## src/rtl/decstage_pipe_if.sv

```systemverilog
// Decode-stage handshake bundle: upstream instruction, writeback port and
// the registered ID/EX slot. "master" drives the stage, "slave" is the stage.
interface decstage_pipe_if #(
  parameter int DW    = 32,
  parameter int NREGS = 32
);
  localparam int AW = $clog2(NREGS);

  logic          In_valid;
  logic          In_ready;
  logic [31:0]   Instr;
  logic          RF_B_sel;
  logic [1:0]    Imm_mode;
  logic          Dest_en;
  logic          Wb_en;
  logic [AW-1:0] Wb_addr;
  logic [DW-1:0] Wb_data;
  logic          Flush;
  logic          Out_valid;
  logic          Out_ready;
  logic [DW-1:0] Out_RF_A;
  logic [DW-1:0] Out_RF_B;
  logic [DW-1:0] Out_Immed;
  logic [AW-1:0] Out_Dest;
  logic          Out_Dest_en;

  modport master (
    output In_valid, Instr, RF_B_sel, Imm_mode, Dest_en,
           Wb_en, Wb_addr, Wb_data, Flush, Out_ready,
    input  In_ready, Out_valid, Out_RF_A, Out_RF_B, Out_Immed,
           Out_Dest, Out_Dest_en
  );

  modport slave (
    input  In_valid, Instr, RF_B_sel, Imm_mode, Dest_en,
           Wb_en, Wb_addr, Wb_data, Flush, Out_ready,
    output In_ready, Out_valid, Out_RF_A, Out_RF_B, Out_Immed,
           Out_Dest, Out_Dest_en
  );
endinterface

```

## src/rtl/decstage_pipe.sv

```systemverilog
// Decode stage: register file with writeback bypass, immediate extension,
// RAW scoreboard and a single registered ID/EX slot with valid/ready.
module decstage_pipe #(
  parameter int DW    = 32,
  parameter int NREGS = 32
) (
  input  logic           Clk,
  input  logic           Reset,
  decstage_pipe_if.slave bus
);
  localparam int AW = $clog2(NREGS);

  typedef enum logic {SLOT_EMPTY, SLOT_FULL} slot_state_t;

  slot_state_t      state_q, state_d;
  logic [DW-1:0]    rf [NREGS];
  logic [NREGS-1:0] pend, pend_d;
  logic [4:0]       rs_f, rd_f, rt_f;
  logic [AW-1:0]    rs, rd, rt, src_b;
  logic [15:0]      imm;
  logic [DW-1:0]    imm_sx, imm_ext, opnd_a, opnd_b;
  logic             haz_a, haz_b, out_valid, xfer, accept, in_ready;
  logic             unused_instr;

  // Register fields are 5 bits wide; only the low AW bits address the file.
  assign rs_f  = bus.Instr[25:21];
  assign rd_f  = bus.Instr[20:16];
  assign rt_f  = bus.Instr[15:11];
  assign rs    = rs_f[AW-1:0];
  assign rd    = rd_f[AW-1:0];
  assign rt    = rt_f[AW-1:0];
  assign imm   = bus.Instr[15:0];
  assign src_b = bus.RF_B_sel ? rd : rt;
  assign unused_instr = ^bus.Instr;

  assign xfer = out_valid & bus.Out_ready;

  always_comb begin
    haz_a = 1'b0;
    haz_b = 1'b0;
    if (rs != '0)
      haz_a = (pend[rs] && !(bus.Wb_en && bus.Wb_addr == rs)) ||
              (out_valid && bus.Out_Dest_en && bus.Out_Dest == rs && !xfer);
    if (src_b != '0)
      haz_b = (pend[src_b] && !(bus.Wb_en && bus.Wb_addr == src_b)) ||
              (out_valid && bus.Out_Dest_en && bus.Out_Dest == src_b && !xfer);
  end

  assign in_ready     = !bus.Flush && !haz_a && !haz_b && (!out_valid || bus.Out_ready);
  assign accept       = bus.In_valid & in_ready;
  assign bus.In_ready = in_ready;

  // Same-cycle writeback is forwarded so a released consumer sees the new value.
  always_comb begin
    opnd_a = '0;
    opnd_b = '0;
    if (rs != '0)
      opnd_a = (bus.Wb_en && bus.Wb_addr == rs) ? bus.Wb_data : rf[rs];
    if (src_b != '0)
      opnd_b = (bus.Wb_en && bus.Wb_addr == src_b) ? bus.Wb_data : rf[src_b];
  end

  always_comb begin
    imm_sx  = {{(DW-16){imm[15]}}, imm};
    imm_ext = '0;
    case (bus.Imm_mode)
      2'b00: imm_ext = imm_sx;
      2'b01: imm_ext = {{(DW-16){1'b0}}, imm};
      2'b10: imm_ext[31:16] = imm;
      2'b11: imm_ext = imm_sx << 2;
      default: imm_ext = '0;
    endcase
  end

  // Set after clear so a producer issuing in the writeback cycle stays pending.
  always_comb begin
    pend_d = pend;
    for (int unsigned i = 1; i < NREGS; i++) begin
      if (bus.Wb_en && bus.Wb_addr == AW'(i))
        pend_d[i] = 1'b0;
      if (xfer && bus.Out_Dest_en && bus.Out_Dest == AW'(i))
        pend_d[i] = 1'b1;
    end
    pend_d[0] = 1'b0;
  end

  always_ff @(posedge Clk or posedge Reset) begin
    if (Reset) pend <= '0;
    else       pend <= pend_d;
  end

  always_ff @(posedge Clk or posedge Reset) begin
    if (Reset) begin
      for (int unsigned i = 0; i < NREGS; i++)
        rf[i] <= '0;
    end else if (bus.Wb_en && bus.Wb_addr != '0) begin
      rf[bus.Wb_addr] <= bus.Wb_data;
    end
  end

  always_ff @(posedge Clk or posedge Reset) begin
    if (Reset) state_q <= SLOT_EMPTY;
    else       state_q <= state_d;
  end

  always_comb begin
    state_d = state_q;
    case (state_q)
      SLOT_EMPTY: if (accept) state_d = SLOT_FULL;
      SLOT_FULL: begin
        if (accept)                        state_d = SLOT_FULL;
        else if (bus.Flush || bus.Out_ready) state_d = SLOT_EMPTY;
      end
      default: state_d = SLOT_EMPTY;
    endcase
  end

  always_comb begin
    out_valid     = (state_q == SLOT_FULL);
    bus.Out_valid = out_valid;
  end

  always_ff @(posedge Clk or posedge Reset) begin
    if (Reset) begin
      bus.Out_RF_A    <= '0;
      bus.Out_RF_B    <= '0;
      bus.Out_Immed   <= '0;
      bus.Out_Dest    <= '0;
      bus.Out_Dest_en <= 1'b0;
    end else if (accept) begin
      bus.Out_RF_A    <= opnd_a;
      bus.Out_RF_B    <= opnd_b;
      bus.Out_Immed   <= imm_ext;
      bus.Out_Dest    <= rd;
      bus.Out_Dest_en <= bus.Dest_en;
    end
  end

endmodule

```

## src/flat_wrapper.sv

```systemverilog
// flat-port wrapper written by rule: the top's interface ports become plain ports
module decstage_pipe_flat 
#(
  parameter int DW    = 32,
  parameter int NREGS = 32
)
  (Clk, Reset, bus_In_valid, bus_Instr, bus_RF_B_sel, bus_Imm_mode, bus_Dest_en, bus_Wb_en, bus_Wb_addr, bus_Wb_data, bus_Flush, bus_Out_ready, bus_In_ready, bus_Out_valid, bus_Out_RF_A, bus_Out_RF_B, bus_Out_Immed, bus_Out_Dest, bus_Out_Dest_en);
  decstage_pipe_if #(.DW(DW), .NREGS(NREGS)) bus_i ();
  input  logic Clk;
  input  logic Reset;
  input wire logic [$bits(bus_i.In_valid)-1:0] bus_In_valid;
  input wire logic [$bits(bus_i.Instr)-1:0] bus_Instr;
  input wire logic [$bits(bus_i.RF_B_sel)-1:0] bus_RF_B_sel;
  input wire logic [$bits(bus_i.Imm_mode)-1:0] bus_Imm_mode;
  input wire logic [$bits(bus_i.Dest_en)-1:0] bus_Dest_en;
  input wire logic [$bits(bus_i.Wb_en)-1:0] bus_Wb_en;
  input wire logic [$bits(bus_i.Wb_addr)-1:0] bus_Wb_addr;
  input wire logic [$bits(bus_i.Wb_data)-1:0] bus_Wb_data;
  input wire logic [$bits(bus_i.Flush)-1:0] bus_Flush;
  input wire logic [$bits(bus_i.Out_ready)-1:0] bus_Out_ready;
  output wire logic [$bits(bus_i.In_ready)-1:0] bus_In_ready;
  output wire logic [$bits(bus_i.Out_valid)-1:0] bus_Out_valid;
  output wire logic [$bits(bus_i.Out_RF_A)-1:0] bus_Out_RF_A;
  output wire logic [$bits(bus_i.Out_RF_B)-1:0] bus_Out_RF_B;
  output wire logic [$bits(bus_i.Out_Immed)-1:0] bus_Out_Immed;
  output wire logic [$bits(bus_i.Out_Dest)-1:0] bus_Out_Dest;
  output wire logic [$bits(bus_i.Out_Dest_en)-1:0] bus_Out_Dest_en;
  assign bus_i.In_valid = bus_In_valid;
  assign bus_i.Instr = bus_Instr;
  assign bus_i.RF_B_sel = bus_RF_B_sel;
  assign bus_i.Imm_mode = bus_Imm_mode;
  assign bus_i.Dest_en = bus_Dest_en;
  assign bus_i.Wb_en = bus_Wb_en;
  assign bus_i.Wb_addr = bus_Wb_addr;
  assign bus_i.Wb_data = bus_Wb_data;
  assign bus_i.Flush = bus_Flush;
  assign bus_i.Out_ready = bus_Out_ready;
  assign bus_In_ready = bus_i.In_ready;
  assign bus_Out_valid = bus_i.Out_valid;
  assign bus_Out_RF_A = bus_i.Out_RF_A;
  assign bus_Out_RF_B = bus_i.Out_RF_B;
  assign bus_Out_Immed = bus_i.Out_Immed;
  assign bus_Out_Dest = bus_i.Out_Dest;
  assign bus_Out_Dest_en = bus_i.Out_Dest_en;
  decstage_pipe #(.DW(DW), .NREGS(NREGS)) u_core (.Clk(Clk), .Reset(Reset), .bus(bus_i));
endmodule
```

## config.mk

```make
export PLATFORM = sky130hd
export DESIGN_NAME = decstage_pipe_flat
export DESIGN_NICKNAME = d
export VERILOG_FILES = /design/src/rtl/decstage_pipe_if.sv /design/src/rtl/decstage_pipe.sv /design/src/flat_wrapper.sv
export SDC_FILE = /design/constraint.sdc
export NUM_CORES = 2
export LEC_CHECK = 0
export ABC_CLOCK_PERIOD_IN_PS = 41600
export CELL_PAD_IN_SITES_DETAIL_PLACEMENT = 0
export CELL_PAD_IN_SITES_GLOBAL_PLACEMENT = 1
export CORE_ASPECT_RATIO = 1.5
export CORE_MARGIN = 3
export CORE_UTILIZATION = 47
export CTS_CLUSTER_DIAMETER = 30
export DETAILED_ROUTE_END_ITERATION = 10
export PLACE_DENSITY_LB_ADDON = 0.1
export SLEW_MARGIN = 10
export SYNTH_ARGS = -nofsm -noshare
export SYNTH_HDL_FRONTEND = slang
export SYNTH_SLANG_ARGS = --single-unit
```

## constraint.sdc

```tcl
create_clock -name Clk -period 41.6 [get_ports Clk]
set_clock_uncertainty 0.05 [all_clocks]
set_input_delay 8.32 -clock Clk [delete_from_list [all_inputs] [get_ports Clk]]
set_output_delay 8.32 -clock Clk [all_outputs]
set_load 0.01 [all_outputs]
```

==> results.cfg <==
[clocking]
post_cts_buffers = 0
cts_tree = done
clk_latency_ps = 830
cts_buffers = 212
cts_sinks = 1158
ctsHtreeMaxLevel = 4
clk_path_buf_depth = 3
root_buffer = clkbuf_16
path_clk_slew_ps = 60
cts_hold_buf = 0
cts_resized = 0

[critical_path]
crit_buf_inv = 4
critPathMaxFanout = 38
critPathRequiredTime_ps = 33230
slowest_stage = mux2_4
path_delay_family = buffers and inverters
path_cells = clkdlybuf4s50_1 -> buf_4 -> mux2_4 -> buf_4 -> nor2_1 -> o211ai_1 -> o2111ai_1 -> nor3_1 -> o21ai_1 -> and3_1 -> clkdlybuf4s50_1
arrival_ps = 12550
start_kind = primary input
cpPeakStageDelay_ps = 790
cp-end-kind = primary output
crit_type = primary input to primary output

[floorplan]
fp-row-count = 161
core_area_um2 = 129000
start_util = 0.476
io_pins = 183
dieArea_um2 = 135000
die_h_um = 448
fp.dieW_um = 301

[yosys]
synth_top_area_cell = dfrtp_1
netlist_area_um2 = 61300
synth_fa_ha_area_frac = 0
ys_warn_count = 0
yosysSeqAreaShare = 0.472
synth_flop_cell = dfrtp_1
synthTopCellsByArea = dfrtp_1, mux2_2, mux4_2
netlist_top_cells_count = dfrtp_1, mux2_2, mux4_2, nand2_1, clkbuf_1
yosys.area_share.simple = 0.0477
synth-seq-cells = 1158
synth.most_common_cell = dfrtp_1
synth_edf_count = 0
syn_area_per_cell_um2 = 13.9
yosys.area_share.xor_xnor = 0.00143
synthMuxAreaShare = 0.399
netlist-cell-type-count = 62
synth_top_family_by_area = multiplexers
synth_fp_nets = 4493
postSynth.asyncResetShare = 1.00
syn_inst = 4414
synth_top_area_frac = 0.472
synth_compound_area_frac = 0.0435

[global_route]
grt_pass1_wl_um = 293000
grt_usage = 0.297
grt_pass1_vias = 42600
overflow = 0
antenna_found_initial = 4
grt_max_degree = 172

[finish]
final_area_um2 = 72000
fin_util = 0.558
multiInputGateArea_um2 = 30500
nets = 4512
regArea_um2 = 29000
fillers = 10700
syn2layout_area_growth_pct = 17.4
drive_gt1_frac = 0.455
antenna_cells = 0

[drt]
drc = 0
routed_via_density = 6.45
ant_nets = 0
drt_iter0_drc = 3390
wirelength_um = 198000
avgRoutedWirePerCell_um = 31.3
vias = 40800
drtPass1Iterations = 6

[timing]
finalCritPeriodShare = 0.503
hold_viol_final = 0
rsz0062_at_grt = no
slew_violations = 0
setup_viol = 0
max_slew_margin = 0.226
worst_pin_slew_ps = 1160
fin_tns_setup_ps = 0
fin_crit_ps = 20920
max_freq_mhz = 47.8

[power]
power_leakage_uw = 0.0309
vdd_ir_drop_max_mv = 0.0505
power_density_nw_per_um2 = 58.0

[job]
maxCapViolCount = 0

[place]
placed_cell_area_um2 = 64400
hpwl_um = 103000
portBuffers = 176
finalWeightedCongestion = 0.798

[outcome]
status = finished clean

[worst_hold_path]
min_path_type = register to register
## cell families (layout without fill, tap and decap cells)
logic type                Yosys count  count (layout)
muxes                            1675            1675
buffers and inverters             519             719
DFF                              1158            1158
and+or+nand+nor                   677             677
xor gates and xnor gates           10              10
AOI/OAI and AO/OA                 375             375
## registers in the layout, indices dropped and copies added, names as in the netlist
signal / cells
u_core.bus.Out_RF_B: 32
u_core.bus.Out_Dest_en: 1
u_core.bus.Out_Immed: 32
u_core.bus.Out_valid: 1
u_core.bus.Out_Dest: 5
u_core.bus.Out_RF_A: 32
u_core.rf: 1024
u_core.pend: 31
## stage by stage
stage | worst slack [ps] | hold WS [ps] | power, uW | cells
2_1_floorplan | 614 | 391 | 2090 | 4414
6_report | 20680 | 346 | 4170 | 6325
4_1_cts | 20690 | 346 | 4200 | 6325
3_3_place_gp | 20690 | 326 | 2350 | 5930
5_1_grt | 20510 | 360 | 4340 | 6325
3_5_place_dp | 20710 | 334 | 2370 | 5930
## where the power goes
group | switching (uW) | internal [uW] | leakage [uW]
Sequential | 176 | 1370 | 0.0148
Combinational | 327 | 485 | 0.0124
Clock | 615 | 1200 | 0.00367
## per-layer routing
layer,track usage,vias up,share of wire,wire length (um)
met3,0.0516,391,0.057,11200
met2,0.484,1441,0.48,96100
met4,0.113,2,0.038,7430
met1,0.400,22200,0.42,83400
li1,-,16700,-,-
met5,0,-,0.000066,13
## final cells by class
type | instances | share of cell area
tap | 1711 | 0.0297
clock inverter | 131 | 0.0236
sequential | 1158 | 0.403
timing repair buffer | 283 | 0.0365
multi-input combinational | 2737 | 0.424
clock buffer | 264 | 0.0813
inverter | 41 | 0.00224
## cells in the final DEF (no fill, tap or decap), drive strengths merged, types with 5 or more instances in the layout
cell / netlist / routed
dfrtp: 1158 / 1158
mux2: 1087 / 1087
mux4: 500 / 500
nand2: 395 / 395
clkbuf: 291 / 265
clkdlybuf4s50: 0 / 171
buf: 187 / 111
mux2i: 88 / 88
nor2: 87 / 87
a21oi: 85 / 85
a211oi: 72 / 72
inv: 41 / 59
clkinv: 0 / 57
nor3: 54 / 54
nand3: 49 / 49
a22o: 42 / 42
o21ai: 38 / 38
a31oi: 33 / 33
bufinv: 0 / 33
a32o: 32 / 32
a311oi: 31 / 31
nor4: 27 / 27
nor2b: 25 / 25
clkinvlp: 0 / 23
nand2b: 9 / 9
o31ai: 8 / 8
and2: 8 / 8
o32ai: 7 / 7
and3: 7 / 7
xnor2: 6 / 6
nand4: 5 / 5
## path summary, 6_finish.rpt
| kind | startpoint | to | slack (ps) | cells past startpoint |
|---|---|---|---|---|
| min | u_core.rf[1004]$_DFFE_PP0P_ | u_core.rf[1004]$_DFFE_PP0P_ | 350 | 0 |
| max reg2reg | u_core.pend[28]$_DFFE_PP0P_ | u_core.bus.Out_RF_B[17]$_DFFE_PP0P_ | 37780 | 6 |
| min reg2reg | u_core.rf[1004]$_DFFE_PP0P_ | u_core.rf[1004]$_DFFE_PP0P_ | 350 | 0 |
| max | bus_RF_B_sel | bus_In_ready | 20680 | 11 |
| max in group asynchronous | Reset | u_core.bus.Out_Immed[17]$_DFFE_PP0P_ | 30190 | 5 |
| min in group asynchronous | Reset | u_core.rf[433]$_DFFE_PP0P_ | 7970 | 2 |
Note: power is estimated with default switching activity, not from simulation.
